**src/rtl/ysyx_23060201_wbu.sv**
```systemverilog
// ============================================================================
// Module   : ysyx_23060201_wbu
// Brief    : Writeback unit. Round-robin EXU/LSU arbiter, registered GPR write
//            port and per-register pending-write scoreboard for RAW hazards.
// Revision : 1.0
// ============================================================================
`default_nettype none

module ysyx_23060201_wbu #(
    parameter int GPR_ADDR_WIDTH = 5,
    parameter int DATA_WIDTH     = 32
) (
    input  logic                         clk,
    input  logic                         rst,
    input  logic                         issue_valid,
    input  logic [GPR_ADDR_WIDTH-1:0]    issue_rd,
    output logic                         issue_ready,
    input  logic                         exu_valid,
    output logic                         exu_ready,
    input  logic [GPR_ADDR_WIDTH-1:0]    exu_rd,
    input  logic [DATA_WIDTH-1:0]        exu_data,
    input  logic                         lsu_valid,
    output logic                         lsu_ready,
    input  logic [GPR_ADDR_WIDTH-1:0]    lsu_rd,
    input  logic [DATA_WIDTH-1:0]        lsu_data,
    output logic                         gpr_wen,
    output logic [GPR_ADDR_WIDTH-1:0]    gpr_waddr,
    output logic [DATA_WIDTH-1:0]        gpr_wdata,
    output logic [2**GPR_ADDR_WIDTH-1:0] busy_vec,
    output logic                         sb_err
);

    localparam int c_NREG = 2**GPR_ADDR_WIDTH;

    logic [1:0]        w_cnt [c_NREG];
    logic [c_NREG-1:0] w_uflow;
    logic              w_issue_fire;
    logic              r_last_lsu;
    logic [7:0]        r_wdog;
    logic              r_sb_err;

    assign issue_ready  = (issue_rd == '0) || (w_cnt[issue_rd] != 2'd3);
    assign w_issue_fire = issue_valid && issue_ready && (issue_rd != '0);

    // Ties go to whichever source was not granted last.
    assign exu_ready = !rst && exu_valid && (!lsu_valid ||  r_last_lsu);
    assign lsu_ready = !rst && lsu_valid && (!exu_valid || !r_last_lsu);

    generate
        for (genvar gi = 0; gi < c_NREG; gi++) begin : g_sb
            if (gi == 0) begin : g_zero
                assign w_cnt[gi]   = 2'd0;
                assign w_uflow[gi] = 1'b0;
                assign busy_vec[gi] = 1'b0;
            end else begin : g_reg
                logic [1:0] r_cnt;
                logic       w_inc;
                logic       w_dec;

                assign w_inc = w_issue_fire && (issue_rd == GPR_ADDR_WIDTH'(gi));
                assign w_dec = gpr_wen && (gpr_waddr == GPR_ADDR_WIDTH'(gi));
                assign w_uflow[gi]  = w_dec && !w_inc && (r_cnt == 2'd0);
                assign w_cnt[gi]    = r_cnt;
                assign busy_vec[gi] = (r_cnt != 2'd0);

                // Simultaneous issue and retire cancel out.
                always_ff @(posedge clk) begin
                    if (rst) begin
                        r_cnt <= 2'd0;
                    end else if (w_inc && !w_dec) begin
                        r_cnt <= r_cnt + 2'd1;
                    end else if (w_dec && !w_inc && (r_cnt != 2'd0)) begin
                        r_cnt <= r_cnt - 2'd1;
                    end
                end
            end
        end
    endgenerate

    always_ff @(posedge clk) begin
        if (rst) begin
            gpr_wen    <= 1'b0;
            gpr_waddr  <= '0;
            gpr_wdata  <= '0;
            r_last_lsu <= 1'b0;
        end else if (exu_ready) begin
            gpr_wen    <= (exu_rd != '0);
            gpr_waddr  <= exu_rd;
            gpr_wdata  <= exu_data;
            r_last_lsu <= 1'b0;
        end else if (lsu_ready) begin
            gpr_wen    <= (lsu_rd != '0);
            gpr_waddr  <= lsu_rd;
            gpr_wdata  <= lsu_data;
            r_last_lsu <= 1'b1;
        end else begin
            gpr_wen    <= 1'b0;
        end
    end

    // Deadlock watchdog: flags an issue stalled for more than 255 cycles.
    always_ff @(posedge clk) begin
        if (rst) begin
            r_wdog   <= 8'd0;
            r_sb_err <= 1'b0;
        end else begin
            if (|w_uflow) begin
                r_sb_err <= 1'b1;
            end
            if (issue_ready) begin
                r_wdog <= 8'd0;
            end else if (issue_valid) begin
                if (r_wdog == 8'hFF) begin
                    r_sb_err <= 1'b1;
                end else begin
                    r_wdog <= r_wdog + 8'd1;
                end
            end
        end
    end

    assign sb_err = r_sb_err;

endmodule

`default_nettype wire

```
**config.mk**
```make
export PLATFORM = sky130hd
export DESIGN_NAME = ysyx_23060201_wbu
export DESIGN_NICKNAME = d
export VERILOG_FILES = /design/src/rtl/ysyx_23060201_wbu.sv
export SDC_FILE = /design/constraint.sdc
export NUM_CORES = 1
export LEC_CHECK = 0
export BUFFER_PORTS_ARGS = -buffer_cell sky130_fd_sc_hd__buf_2
export CAP_MARGIN = 20
export CORE_MARGIN = 2
export CORE_UTILIZATION = 55
export DETAILED_ROUTE_END_ITERATION = 6
export GPL_TIMING_DRIVEN = 0
export PLACE_DENSITY = 0.82
export SETUP_SLACK_MARGIN = 0.4
export SLEW_MARGIN = 0
export SYNTH_ARGS = -nofsm -noshare
export SYNTH_HDL_FRONTEND = slang
export SYNTH_SLANG_ARGS = --single-unit
```
**constraint.sdc**
```tcl
create_clock -name clk -period 4.4 [get_ports clk]
set_clock_uncertainty 0.1 [all_clocks]
set_input_delay 0.66 -clock clk [delete_from_list [all_inputs] [get_ports clk]]
set_output_delay 0.66 -clock clk [all_outputs]
set_load 0.005 [all_outputs]
```
# Word-level counts from Yosys, hierarchy flattened
# Cells that the tools add are included.
[classes] n_addsub=63 eq_ne=64 mux=75 order_cmp=1 reduce_logical=363 bitwise=2
[ops] op="$logic_and A1 B1 Y1" count=192
[ops] op="$eq A5 B5 Y1 const B" count=32
[ops] op="$mux W2" count=64
[ops] op="$reduce_bool A2 Y1" count=63
[ops] op="$eq A5 B4 Y1 const B" count=16
[ops] op="$logic_not A1 Y1" count=66
[ops] op="$mux W32" count=2
[ops] op="$add A2 B1 Y2 const B" count=31
[ops] op="$logic_not A2 Y1" count=31
[ops] op="$sub A2 B1 Y2 const B" count=31
[ops] op="$eq A5 B3 Y1 const B" count=8
[ops] op="$reduce_or A31 Y1" count=1
[ops] op="$eq A5 B2 Y1 const B" count=4
[ops] op="$reduce_bool A5 Y1" count=3
[ops] op="$bmux W2 S5" count=1
[ops] op="$eq A5 B1 Y1 const B" count=2
[ops] op="$mux W5" count=2
[ops] op="$add A8 B1 Y8 const B" count=1
[ops] op="$eq A8 B8 Y1 const B" count=1
[ops] op="$ge A6 B6 Y1 const B" count=1
[ops] op="$mux W1" count=6
[ops] op="$not A5 Y6" count=1
[ops] op="$logic_not A5 Y1" count=1
[ops] op="$reduce_or A2 Y1" count=2
[ops] op="4 further kinds" count=6
[totals] register_bits=110 inputBits=84

# Depth between registers and ports, before layout
[depth] depth_word=17 depth_mapped=14 depth_no_buf=8

# Least setup slack after synthesis
# Ideal clock, no wire load.
[synth_path] path_type="input port to flip-flop" startpoint="input port issue_rd[0]" endpoint="register r_sb_err (netlist: sb_err)" stages=10 path_buffers=3 setup_time_ns=0.139 arrival_ns=2.743 setup_slack_ns=1.419 path_cell_list="buf_6 -> buf_6 -> buf_6 -> mux2_2 -> o211ai_1 -> a22oi_2 -> or3_4 -> a221o_1 -> nor4_2 -> a41oi_1"
[synth_between] elab_chain_len=17
[synth_lines] item="start, declared" line="16" source="input logic [GPR_ADDR_WIDTH-1:0] issue_rd,"
[synth_lines] item="$not A5 Y6 (not written as such)" line="42" source="assign issue_ready = (issue_rd == '0) || (w_cnt[issue_rd] != 2'd3);"
[synth_lines] item="$bmux W2 S5" line="42"
[synth_lines] item="$mux W2 (not written as such) (2 in series)" line="42"
[synth_lines] item="$ne A2 B2 Y1" line="42"
[synth_lines] item="$logic_or A1 B1 Y1" line="42"
[synth_lines] item="$logic_and A1 B1 Y1 (2 in series)" line="43" source="assign w_issue_fire = issue_valid && issue_ready && (issue_rd != '0);"
[synth_lines] item="$logic_and A1 B1 Y1" line="60" source="assign w_inc = w_issue_fire && (issue_rd == GPR_ADDR_WIDTH'(gi));"
[synth_lines] item="$logic_not A1 Y1" line="62" source="assign w_uflow[gi] = w_dec && !w_inc && (r_cnt == 2'd0);"
[synth_lines] item="$logic_and A1 B1 Y1 (2 in series)" line="62"
[synth_lines] item="$reduce_or A31 Y1" line="107" source="if (|w_uflow) begin"
[synth_lines] item="$mux W1" line="107"
[synth_lines] item="$mux W1" line="113" source="if (r_wdog == 8'hFF) begin"
[synth_lines] item="$mux W1" line="112" source="end else if (issue_valid) begin"
[synth_lines] item="$mux W1 (*)" line="110" source="if (issue_ready) begin"
[synth_lines] item="end signal, assigned" line="105" source="r_sb_err <= 1'b0;"
[synth_lines] item="end signal, assigned" line="108" source="r_sb_err <= 1'b1;"
[synth_lines] item="end signal, assigned" line="114" source="r_sb_err <= 1'b1;"
[synth_lines] item="end, declared" line="40" source="logic r_sb_err;"
# Mark *: on every way between the ends. The rest lies on a longest branch, timed or not. The select of a mux whose other input is x is not followed.
# A chain may end at the register's enable or synchronous reset.

# Worst setup path in the final report
# Same ends and word-level chain as after synthesis.

==> summary.md <==
| Metric | Value |
|---|---|
| M1 GR Usage | 43.6% |
| Setup CP Type | input pin to flip-flop |
| Met3 GRT Util | 6.70% |
| Busiest grt layer | met2 |
| Rows | 40 |
| Reg power frac | 46.5% |
| Sw Share | 26.7% |
| DRT iter0 DRCs | 648 |
| Place WS | 0.501 ns |
| Mean Syn Cell Area | 8.06 um2 |
| Cell Area, Synth | 6640 um2 |
| DRT antenna net count | 0 |
| LEAKAGE | 3.24 nW |
| Worst path most repeated cell | buf_6 |
| Clock root buffer | clkbuf_16 |
| Psw | 0.000610 W |
| Hpwl dp | 16400 um |
| Met2 Track Usage GR | 53.6% |
| Minimum clock period | 3.61 ns |
| PostCTS Resize Cnt | 0 |
| Initial antenna violation count | 0 |
| Crit-path max FO | 10 |
| Cts hold-fix bufs | 0 |
| CP Capture Type | flip-flop |
| Slowest-stage cell, CP | nor4_1 |
| Syn Nets | 908 |
| CP Depth | 13 |
| Die Height | 114 um |
| Clock group share of total power | 38.9% |
| Critical R2R Launch | g_sb[11].g_reg.r_cnt[1]$_SDFFE_PP0P_ |
| Max Freq | 277 MHz |
| Ys flop type | dfxtp_1 |
| Die Area | 13000 um2 |
| WP buf/inv | 5 |
| GRT Util Overall | 33.2% |
| Fin Hold WS | 0.390 ns |
| Reg2Reg Depth | 9 |
| RSZ-0062 raised after global routing | false |
| Register area | 2200 um2 |
| Vias in the first global route | 6639 |
| Worst path cell trace | buf_6 -> buf_6 -> buf_6 -> mux2i_1 -> o22ai_1 -> nor4b_2 -> a211oi_2 -> buf_6 -> buf_6 -> o21ai_0 -> o2111ai_1 -> nor4_1 -> a41oi_1 |
| TritonCTS Buffers | 9 |
| Nets | 1071 |
| Global-route wire length before repair | 33700 um |
| Via-to-Cell Ratio | 6.17 |
| Worst hold path stage count | 2 |
| Post-synth EDFFs | 0 |
| Gate Count Post-Synth | 823 |
| Worst min-delay path startpoint | r_last_lsu$_SDFFE_PP0P_ |
| Routed wire per std cell | 18.9 um |
| Final Max Tran Viols | 0 |
| Ys async rst share | 0% |
| Worst Hold End | r_last_lsu$_SDFFE_PP0P_ |
| Remaining DRCs | 0 |
| GRT Residual Overflow | 0 |
| Setup crit start kind | input pin |
| Starting Density | 55.7% |
| Area of the multi-input gates | 4130 um2 |
| RePlAce Congestion | 1.01 |
| Rel. slew slack | 52.4% |
| Synth Warn # | 0 |
| Synth cell types | 65 |
| Worst reg2reg endpoint | sb_err$_SDFF_PP0_ |
| Area delta synth->final | 19.1% |
| Core ar. | 11900 um2 |
| Ant diodes | 0 |
| CTS H-tree depth | 3 |
| R2R Setup Slk | 1.13 ns |
| Setup_tns | 0 ns |
| Cell taking the most area after synthesis | dfxtp_1 |
| Setup Fix Bufs, Post-CTS | 0 |
| Endpoints failing hold | 0 |
| Synthesized flop and latch total | 110 |
| PortBufs | 152 |
| Chip width | 114 um |
| Crit path DAT | 3.70 ns |
| Status | completed |
| Largest net degree at the start of global routing | 19 |
| HP Class | flip-flop to flip-flop |
| Drt first pass iters | 5 |
| CTS tree | built |
| Fill cell count | 1082 |
| Least-Margin Pin Slew | 0.697 ns |
| Worst setup startpoint | issue_rd[0] |
| Clk pin slew, worst setup/hold paths | 0.07 ns |
| Final worst setup slack | 0.793 ns |
| Delay-heaviest family, CP | compound AO/OA/AOI/OAI gates |
| Crit share post-route | 82.0% |
| Top cells by area, synth | dfxtp_1 33%, a211oi_1 8.7%, mux2i_1 6.6% |
| Fin util | 66.3% |
| IO Pins | 158 |
| Final setup viols | 0 |
| Internal power | 0.00167 W |
| Layout cells sized above 1 | 23.7% |
| Post-synthesis sequential area ratio | 33.2% |
| Gate power share | 14.6% |
| CTS sink cnt | 110 |
| Detailed Route WL | 21500 um |
| Longest Clk Path Bufs | 2 |
| Worst-Skew Late Latency | 0.36 ns |
| Pwr dens | 289 nW/um2 |
| Crit-path max cell delay | 0.59 ns |
| Via Count | 7025 |
| Worst path required time | 4.50 ns |
| Post-synth top area share | 33.2% |
| Max-cap violations | 0 |
| Max VDD drop | 0.000212 V |
-- layer usage --
metal	vias to the layer above	wire length, um
met3	58	2080
li1	3368	-
met1	3233	8930
met5	-	0
met4	0	744
met2	366	9720
-- worst max-delay path by stage --
stage	end
2_1_floorplan	sb_err$_SDFF_PP0_
6_report	sb_err$_SDFF_PP0_
4_1_cts	sb_err$_SDFF_PP0_
5_1_grt	sb_err$_SDFF_PP0_
3_5_place_dp	sb_err$_SDFF_PP0_
3_3_place_gp	sb_err$_SDFF_PP0_
-- worst reg2reg max path: cells and delay by family (launching register included) --
| kind | cells | cell delay [ns] |
|---|---|---|
| compound gates | 5 | 1.24 |
| buf+inv | 2 | 0.32 |
| flops | 1 | 0.36 |
| mux | 1 | 0.50 |
| simple gates | 1 | 0.59 |
-- flip-flops by register name, summed over array words and instances, names as in the netlist --
register	count
sb_err	1
r_wdog	8
gpr_wen	1
g_sb.g_reg.r_cnt	62
gpr_waddr	5
gpr_wdata	32
r_last_lsu	1
-- cells in the mapped netlist (all sizes together), types with 3 or more instances --
| library cell | instances |
|---|---|
| nand4 | 5 |
| a22oi | 5 |
| nor4 | 14 |
| dfxtp | 110 |
| o211ai | 4 |
| o31a | 9 |
| or2 | 38 |
| mux2 | 7 |
| o31ai | 7 |
| a21oi | 38 |
| nor2 | 104 |
| a211oi | 78 |
| xor2 | 5 |
| mux4 | 6 |
| and2 | 4 |
| or3 | 3 |
| o21a | 33 |
| nor3 | 49 |
| o21ai | 49 |
| nand2 | 35 |
| buf | 21 |
| mux2i | 44 |
| nand3b | 4 |
| nand3 | 22 |
| inv | 14 |
| clkbuf | 31 |
| nand2b | 27 |
| o22ai | 5 |
| nor2b | 14 |
| and3 | 3 |
-- layout make-up --
| class | count | area share, % |
|---|---|---|
| clock inverter | 7 | 1.23 |
| multi-input combinational | 647 | 52.3 |
| tap | 147 | 2.33 |
| inverter | 14 | 0.665 |
| timing repair buffer | 152 | 9.63 |
| clock buffer | 9 | 2.85 |
| buffer | 52 | 3.17 |
| sequential | 110 | 27.9 |
-- cell families after synthesis --
| logic type | Yosys count | share of synthesized area (%) |
|---|---|---|
| AO/OA/AOI/OAI | 250 | 26.0 |
| XOR/XNOR | 7 | 0.924 |
| adder cells (fa/ha/maj) | 1 | 0.189 |
| buffers and inverters | 66 | 4.56 |
| flip-flops | 110 | 33.2 |
| multiplexers | 57 | 9.86 |
| other | 1 | 0.0565 |
| AND/OR/NAND/NOR | 331 | 25.2 |
-- metrics by stage --
step                      total power (W)  cells  area, um2
after floorplan                   0.00127    823       6640
after global placement            0.00140   1122       7580
after detailed placement          0.00141   1122       7580
after CTS                         0.00228   1138       7900
after global routing              0.00237   1138       7900
final                             0.00228   1138       7900
-- power by group through the flow --
stage	Clock [W]	Combinational (W)	Sequential, W
6_report	0.000887	0.000333	0.00106
5_1_grt	0.000941	0.000361	0.00107
4_1_cts	0.000893	0.000328	0.00106
3_5_place_dp	0	0.000328	0.00108
3_3_place_gp	0	0.000322	0.00108
2_1_floorplan	0	0.000188	0.00108
-- cell usage in the layout, fill, tap and decap left out, types with 5 or more instances in the layout --
cell type / n
nand4_1: 5
or2_0: 7
nor4_1: 13
a211oi_1: 77
nor3_1: 49
clkbuf_1: 31
dfxtp_1: 110
buf_2: 157
buf_6: 5
o31ai_1: 6
nor2_1: 104
mux4_2: 6
xor2_1: 5
clkbuf_16: 9
or2_2: 31
buf_1: 8
o21a_1: 33
o22ai_1: 5
a21oi_1: 38
nor2b_1: 14
nand2_1: 35
nand3_1: 22
o21ai_0: 45
inv_1: 14
o31a_1: 9
nand2b_1: 27
mux2_2: 7
mux2i_1: 44
Power figures use the tool's default switching activity.
